`src/rtl/melody_player.sv`:
```
// Single-channel melody sequencer: walks a note ROM of {last, dur, div} entries,
// generates a square tone per note, times it in DUR_TICK units and inserts a silent gap.
module melody_player #(
  parameter int DIV_W     = 16,
  parameter int DUR_W     = 8,
  parameter int ADDR_W    = 5,
  parameter int DUR_TICK  = 120000,
  parameter int GAP_UNITS = 1,
  parameter int LOOP      = 0
) (
  input  logic                   clk,
  input  logic                   rst,
  input  logic                   start,
  input  logic                   stop,
  output logic [ADDR_W-1:0]      rom_addr,
  input  logic [DIV_W+DUR_W:0]   rom_data,
  output logic                   ch_out,
  output logic                   busy,
  output logic                   done
);

  localparam int PRE_W  = (DUR_TICK > 1) ? $clog2(DUR_TICK) : 1;
  localparam int GAP_W  = (GAP_UNITS > 1) ? $clog2(GAP_UNITS) : 1;
  localparam int UNIT_W = (DUR_W > GAP_W) ? DUR_W : GAP_W;
  localparam logic [PRE_W-1:0]  PRE_LAST = PRE_W'(DUR_TICK - 1);
  localparam logic [UNIT_W-1:0] GAP_LAST = UNIT_W'((GAP_UNITS > 0) ? GAP_UNITS - 1 : 0);

  typedef enum logic [2:0] {IDLE, FETCH, LOAD, PLAY, GAP} state_t;

  state_t             r_state;
  logic [ADDR_W-1:0]  r_addr;
  logic [DIV_W-1:0]   r_div;
  logic [DIV_W-1:0]   r_phase;
  logic [DUR_W-1:0]   r_dur;
  logic               r_last;
  logic [PRE_W-1:0]   r_pre;
  logic [UNIT_W-1:0]  r_unit;
  logic               r_ch;
  logic               r_busy;
  logic               r_done;

  logic [DIV_W-1:0]   w_rom_div;
  logic [DUR_W-1:0]   w_rom_dur;
  logic               w_rom_last;
  logic [UNIT_W-1:0]  w_dur_last;
  logic               w_tick;
  logic               w_play_end;
  logic               w_gap_end;
  logic               w_skip;
  logic               w_advance;
  logic               w_adv_last;
  logic               w_tone_edge;

  assign w_rom_div   = rom_data[DIV_W-1:0];
  assign w_rom_dur   = rom_data[DIV_W +: DUR_W];
  assign w_rom_last  = rom_data[DIV_W+DUR_W];
  assign w_dur_last  = UNIT_W'(r_dur) - UNIT_W'(1);
  assign w_tick      = (r_pre == PRE_LAST);
  assign w_play_end  = (r_state == PLAY) && w_tick && (r_unit == w_dur_last);
  assign w_gap_end   = (r_state == GAP) && w_tick && (r_unit == GAP_LAST);
  assign w_skip      = (r_state == LOAD) && (w_rom_dur == '0);
  assign w_tone_edge = (r_phase == r_div - 1'b1);

  // A zero-duration entry advances straight from LOAD, so its last flag is
  // taken from the ROM word rather than the (not yet loaded) register.
  assign w_advance  = w_skip || w_gap_end || (w_play_end && (GAP_UNITS == 0));
  assign w_adv_last = (r_state == LOAD) ? w_rom_last : r_last;

  always_ff @(posedge clk or posedge rst) begin
    if (rst) begin
      r_state <= IDLE;
      r_addr  <= '0;
      r_div   <= '0;
      r_phase <= '0;
      r_dur   <= '0;
      r_last  <= 1'b0;
      r_pre   <= '0;
      r_unit  <= '0;
      r_ch    <= 1'b0;
      r_busy  <= 1'b0;
      r_done  <= 1'b0;
    end else begin
      r_done <= 1'b0;
      if ((r_state != IDLE) && stop) begin
        r_state <= IDLE;
        r_ch    <= 1'b0;
        r_busy  <= 1'b0;
      end else if (w_advance) begin
        r_ch <= 1'b0;
        if (!w_adv_last) begin
          r_addr  <= r_addr + 1'b1;
          r_state <= FETCH;
        end else if (LOOP != 0) begin
          r_addr  <= '0;
          r_state <= FETCH;
        end else begin
          r_state <= IDLE;
          r_busy  <= 1'b0;
          r_done  <= 1'b1;
        end
      end else begin
        case (r_state)
          IDLE: begin
            if (start && !stop) begin
              r_state <= FETCH;
              r_addr  <= '0;
              r_busy  <= 1'b1;
            end
          end
          FETCH: r_state <= LOAD;
          LOAD: begin
            r_div   <= w_rom_div;
            r_dur   <= w_rom_dur;
            r_last  <= w_rom_last;
            r_pre   <= '0;
            r_unit  <= '0;
            r_phase <= '0;
            r_ch    <= 1'b0;
            r_state <= PLAY;
          end
          PLAY: begin
            if (w_play_end) begin
              r_state <= GAP;
              r_pre   <= '0;
              r_unit  <= '0;
              r_ch    <= 1'b0;
            end else begin
              if (w_tick) begin
                r_pre  <= '0;
                r_unit <= r_unit + 1'b1;
              end else begin
                r_pre <= r_pre + 1'b1;
              end
              if (r_div == '0) begin
                r_ch <= 1'b0;
              end else if (w_tone_edge) begin
                r_ch    <= ~r_ch;
                r_phase <= '0;
              end else begin
                r_phase <= r_phase + 1'b1;
              end
            end
          end
          GAP: begin
            r_ch <= 1'b0;
            if (w_tick) begin
              r_pre  <= '0;
              r_unit <= r_unit + 1'b1;
            end else begin
              r_pre <= r_pre + 1'b1;
            end
          end
          default: r_state <= IDLE;
        endcase
      end
    end
  end

  assign rom_addr = r_addr;
  assign ch_out   = r_ch;
  assign busy     = r_busy;
  assign done     = r_done;

endmodule

```
`config.mk`:
```
export PLATFORM = sky130hd
export DESIGN_NAME = melody_player
export DESIGN_NICKNAME = d
export VERILOG_FILES = /design/src/rtl/melody_player.sv
export SDC_FILE = /design/constraint.sdc
export NUM_CORES = 1
export LEC_CHECK = 0
export BUFFER_PORTS_ARGS = -buffer_cell sky130_fd_sc_hd__buf_4
export CAP_MARGIN = 20
export CORE_MARGIN = 4
export CORE_UTILIZATION = 55
export DETAILED_ROUTE_END_ITERATION = 16
export PLACE_DENSITY = 0.74
export SLEW_MARGIN = 20
export SYNTH_ARGS = -nofsm -noshare
export SYNTH_HDL_FRONTEND = slang
export SYNTH_SLANG_ARGS = --single-unit
```
`constraint.sdc`:
```
create_clock -name clk -period 2.9 [get_ports clk]
set_input_delay 0.435 -clock clk [delete_from_list [all_inputs] [get_ports clk]]
set_output_delay 0.435 -clock clk [all_outputs]
set_load 0.005 [all_outputs]
```
==> run summary <==
The flow ran to the end, and the final reports show no timing, DRC or antenna violations. The final number of setup-violating endpoints is 0. Number of cell rows: 33.

The count of endpoints failing hold in the final timing report is 0, and the amount of wire on met2 after detailed routing is 5336 µm. Summed over all cells, the static leakage comes to 2.306 nW. The width of the die was 101.7 µm. The normalized max-slew margin was 0.6086; the area share of the largest cell type after synthesis was 0.3994. Port buffering added 36 buffers. The kind of cell adding the most delay to the critical path was simple AND/OR/NAND/NOR gates.

STA puts the critical path data required time at 3.11 ns. The cell area after layout is 5428 µm². The critical path starts at r_pre[9]$_DFFE_PP0P_. The synthesis-to-layout area growth is 12.50%. TritonCTS created 9 clock buffers. For this block, the initial DRC count from the detailed router was 173. After the flow finishes, the layout carries non-filler instances totaling 674. Pin placement for this block handled 37 I/O pins. After clock tree synthesis, the clock-pin slew on the worst setup and hold paths is 0.09 ns.

The worst stage delay on the critical path was 0.46 ns. The number of remaining DRC errors is 0, and the number of vias per cell after detailed routing is 5.955. The filler cells instantiated in the layout total 717. The multi-input combinational cell area came out at 2721 µm². In the final design database the tool counted 600 nets.

The cell type with the highest occurrence count on the critical path is sky130_fd_sc_hd__nor2_1. In this run the number of H-tree levels came out at 3. The via count of the first global-routing pass was 3929. The slowest stage of the critical path belongs to the cell sky130_fd_sc_hd__dfrtp_1. Internal power comes to 2.330 mW.

The worst register-to-register path begins at r_pre[9]$_DFFE_PP0P_. After synthesis the cells add up to 4825 µm². Entering global routing, the biggest net connects 52 pins. Summing all flip-flop and latch instances after layout gives 1927 µm².

TritonCTS built the clock tree. The wire-length estimate of the detail-placed layout is 7833 µm. Total placed cells including tap cells: 658. The type of the most critical hold path is input pin to async pin.

The first-pass GRT wire length is 18430 µm, and the worst-case reg-to-reg path depth is 9. The signal on the critical path passes through nor4b_1, nand3_1, nor4_1, nand2_1, nor4_2, buf_4, nor2_1, nor2_1, nor2_1. The clock drives 77 sinks. In this run the vertical extent of the chip is 101.7 µm. The logs give 0 for the final-report max-slew violation count and 0.6476 for the final design utilization. The worst register-to-register path has a setup slack of 0.15 ns. A synthesized cell averages 9.225 µm². Initial core utilization: 0.5756.

The die outline area was 10330 µm²; the area of the placeable core was 8382 µm². Overall overflow remaining after global route: 0. The overall via count from detail_route was 4014. Clock latency on the worst-skew pair, taken at its later pin, is 0.35 ns. The fraction of power consumed by the clock network is 0.187. Clock tree synthesis selected as its root buffer the cell sky130_fd_sc_hd__clkbuf_8. Hold repair after CTS inserted 0 buffers. After clock tree synthesis, the repair step resized 0 gates. The number of antenna diodes in the final layout is 0.

The run gives 10620 µm as the wire length after detailed routing. Post-CTS timing repair inserted 0 buffers for setup. The first detailed-routing pass took 4 iterations. Of all nets on the critical path, the largest fanout is 12. Setup repair after global routing left no endpoint under its margin. The fraction of synthesis flops using an asynchronous set or reset pin came out at 1.000. The total placed instance area is 5244 µm², and the combinational group share of total power is 0.398. By area the synthesized netlist is led by sky130_fd_sc_hd__dfrtp_1, sky130_fd_sc_hd__mux2_2, sky130_fd_sc_hd__xor2_1.

The period utilization is 0.9469. The highest layer touched by signal routing is met4. The library cell used most frequently in the layout, excluding fill and tap cells, is sky130_fd_sc_hd__dfrtp_1. The proportion of power drawn by flip-flops and latches was 0.416; the wire length the detailed router placed on met1 was 4780 µm. In this run the power density over the cells is 714.6 nW/µm².

The detail-routed net length per standard cell was 15.75 µm. The leading area contributor after synthesis was sky130_fd_sc_hd__dfrtp_1. Counting every net in the synthesized netlist gives 559. The logs give 345 µm for the met3 layer wire length in the routed design and 0 for the number of antenna violations at the first check in global routing.

The data arrival time at the worst-slack endpoint came out at 2.95 ns. The share of post-route cells with drive strength above 1 is 0.1951, and the overall fraction of global-route tracks in use is 0.2228. The worst setup path is captured at a flip-flop. Derived from the worst setup path, the maximum achievable clock frequency is 364.2 MHz.

The number of different library cells used by synthesis comes to 64. Overall power consumption after layout is estimated at 3.879 mW. The main flop type after synthesis was sky130_fd_sc_hd__dfrtp_1. Post-synthesis sequential area ratio: 0.3994. The analysis attributes to net switching a power of 1.549 mW. The final period demand of the worst path was 2.746 ns; the total buffers and inverters traversed by the critical path was 1.

The library cells used most frequently in the layout, excluding fill and tap cells, are sky130_fd_sc_hd__dfrtp_1, sky130_fd_sc_hd__nor2_1, sky130_fd_sc_hd__buf_4, sky130_fd_sc_hd__nand2_1. The transition time at the pin with the least slew margin is 0.5850 ns. The logs give 523 for the synthesized instance count and 0 for the synthesis warning total. The switching share of total power works out to 0.3994.

By startpoint and endpoint, the worst setup path is classified as flip-flop to flip-flop. The tools report the post-route clock skew as 0.01224 ns. The endpoint identified for the worst register-to-register timing path is r_unit[1]$_DFFE_PP0P_.

The number of enable-type register cells in the synthesized netlist is 0, and the count of max-cap constraint violations is 0. The count of nets left with antenna violations once routing finished came out at 0. Counting flops and latches in the post-synthesis netlist gives 77.

STA classifies the critical path startpoint as a flip-flop. At the end of routability-driven placement, the weighted congestion stood at 0.9192. Across the VDD grid, the largest voltage drop is 0.0003960 V. No sink is reached through more buffers than the 2 on the longest clock path. After routing, the total negative slack on setup checks comes to 0 ns.
-- layer usage --
metal,track usage,vias to the layer above
li1,-,1969
met1,0.2924,1955
met2,0.3702,77
met3,0.04339,13
met4,0.07464,0
met5,0,-
-- area by class of cell --
cell class	instances	area share
multi-input combinational	404	0.5014
sequential	77	0.3550
timing repair buffer	53	0.07561
clock buffer	11	0.02420
tap	105	0.02420
inverter	19	0.01314
clock inverter	5	0.006455
-- state kept, by name, indices dropped and copies added, names as in the netlist --
register / flops
busy: 1
r_phase: 16
r_div: 16
r_dur: 8
r_state: 3
rom_addr: 5
ch_out: 1
r_unit: 8
done: 1
r_last: 1
r_pre: 17
-- per-stage QoR --
step	hold WS [ns]	setup slack, ns
2_1_floorplan	0.4688	0.2162
3_3_place_gp	0.4894	0.2687
3_5_place_dp	0.4971	0.1676
4_1_cts	0.1601	0.1489
5_1_grt	0.1775	0.004840
6_report	0.1363	0.1540
-- power by group through the flow --
stage               clock network (mW)  registers [mW]  logic [mW]
finish                           0.723            1.61        1.54
global placement                     0            1.61        1.48
detailed placement                   0            1.62        1.52
global route                     0.794            1.66        1.71
floorplan                            0            1.49        1.28
CTS                              0.738            1.60        1.53
-- how the worst max path moves through the flow --
stage / slack [ns] / to / depth (start not counted)
6_report: 0.15 / r_unit[1]$_DFFE_PP0P_ / 9
5_1_grt: 0.005 / r_unit[1]$_DFFE_PP0P_ / 10
4_1_cts: 0.15 / r_phase[8]$_DFFE_PP0P_ / 9
3_5_place_dp: 0.17 / r_phase[8]$_DFFE_PP0P_ / 11
3_3_place_gp: 0.27 / r_phase[8]$_DFFE_PP0P_ / 9
2_1_floorplan: 0.22 / r_div[0]$_DFFE_PP0P_ / 11
-- cell usage after synthesis, types with 3 or more instances --
master	instances
sky130_fd_sc_hd__mux2i_1	4
sky130_fd_sc_hd__ha_1	7
sky130_fd_sc_hd__o22ai_1	6
sky130_fd_sc_hd__nor4_2	4
sky130_fd_sc_hd__clkbuf_1	9
sky130_fd_sc_hd__or2_2	4
sky130_fd_sc_hd__nor2_1	54
sky130_fd_sc_hd__nand3_1	23
sky130_fd_sc_hd__mux2_2	21
sky130_fd_sc_hd__or3_1	8
sky130_fd_sc_hd__buf_2	10
sky130_fd_sc_hd__dfrtp_1	77
sky130_fd_sc_hd__buf_6	3
sky130_fd_sc_hd__inv_1	19
sky130_fd_sc_hd__o31ai_1	7
sky130_fd_sc_hd__o21ai_0	26
sky130_fd_sc_hd__nand3b_1	4
sky130_fd_sc_hd__mux2_1	4
sky130_fd_sc_hd__xnor2_1	23
sky130_fd_sc_hd__and2_1	4
sky130_fd_sc_hd__nand2b_1	5
sky130_fd_sc_hd__nand2_1	38
sky130_fd_sc_hd__nor4_1	13
sky130_fd_sc_hd__and3_1	11
sky130_fd_sc_hd__nor3_1	16
sky130_fd_sc_hd__a211oi_1	3
sky130_fd_sc_hd__or4_1	4
sky130_fd_sc_hd__o21ai_1	3
sky130_fd_sc_hd__nor2b_1	3
sky130_fd_sc_hd__nand4b_1	3
sky130_fd_sc_hd__xor2_1	26
sky130_fd_sc_hd__o21a_1	3
sky130_fd_sc_hd__a31oi_1	3
sky130_fd_sc_hd__nand4_1	15
sky130_fd_sc_hd__a21oi_1	20
sky130_fd_sc_hd__nor4b_1	4
-- cells by family (layout without fill, tap and decap cells) --
group | after synthesis | count (layout) | share of synthesized area
adder cells (fa/ha/maj) | 7 | 7 | 0.01815
buffers and inverters | 42 | 88 | 0.04072
multiplexers | 29 | 29 | 0.06665
flip-flops | 77 | 77 | 0.3994
XOR/XNOR | 50 | 50 | 0.09388
AO/OA/AOI/OAI | 92 | 92 | 0.1258
AND/OR/NAND/NOR | 226 | 226 | 0.2554
(Power assumes the default switching activity.)
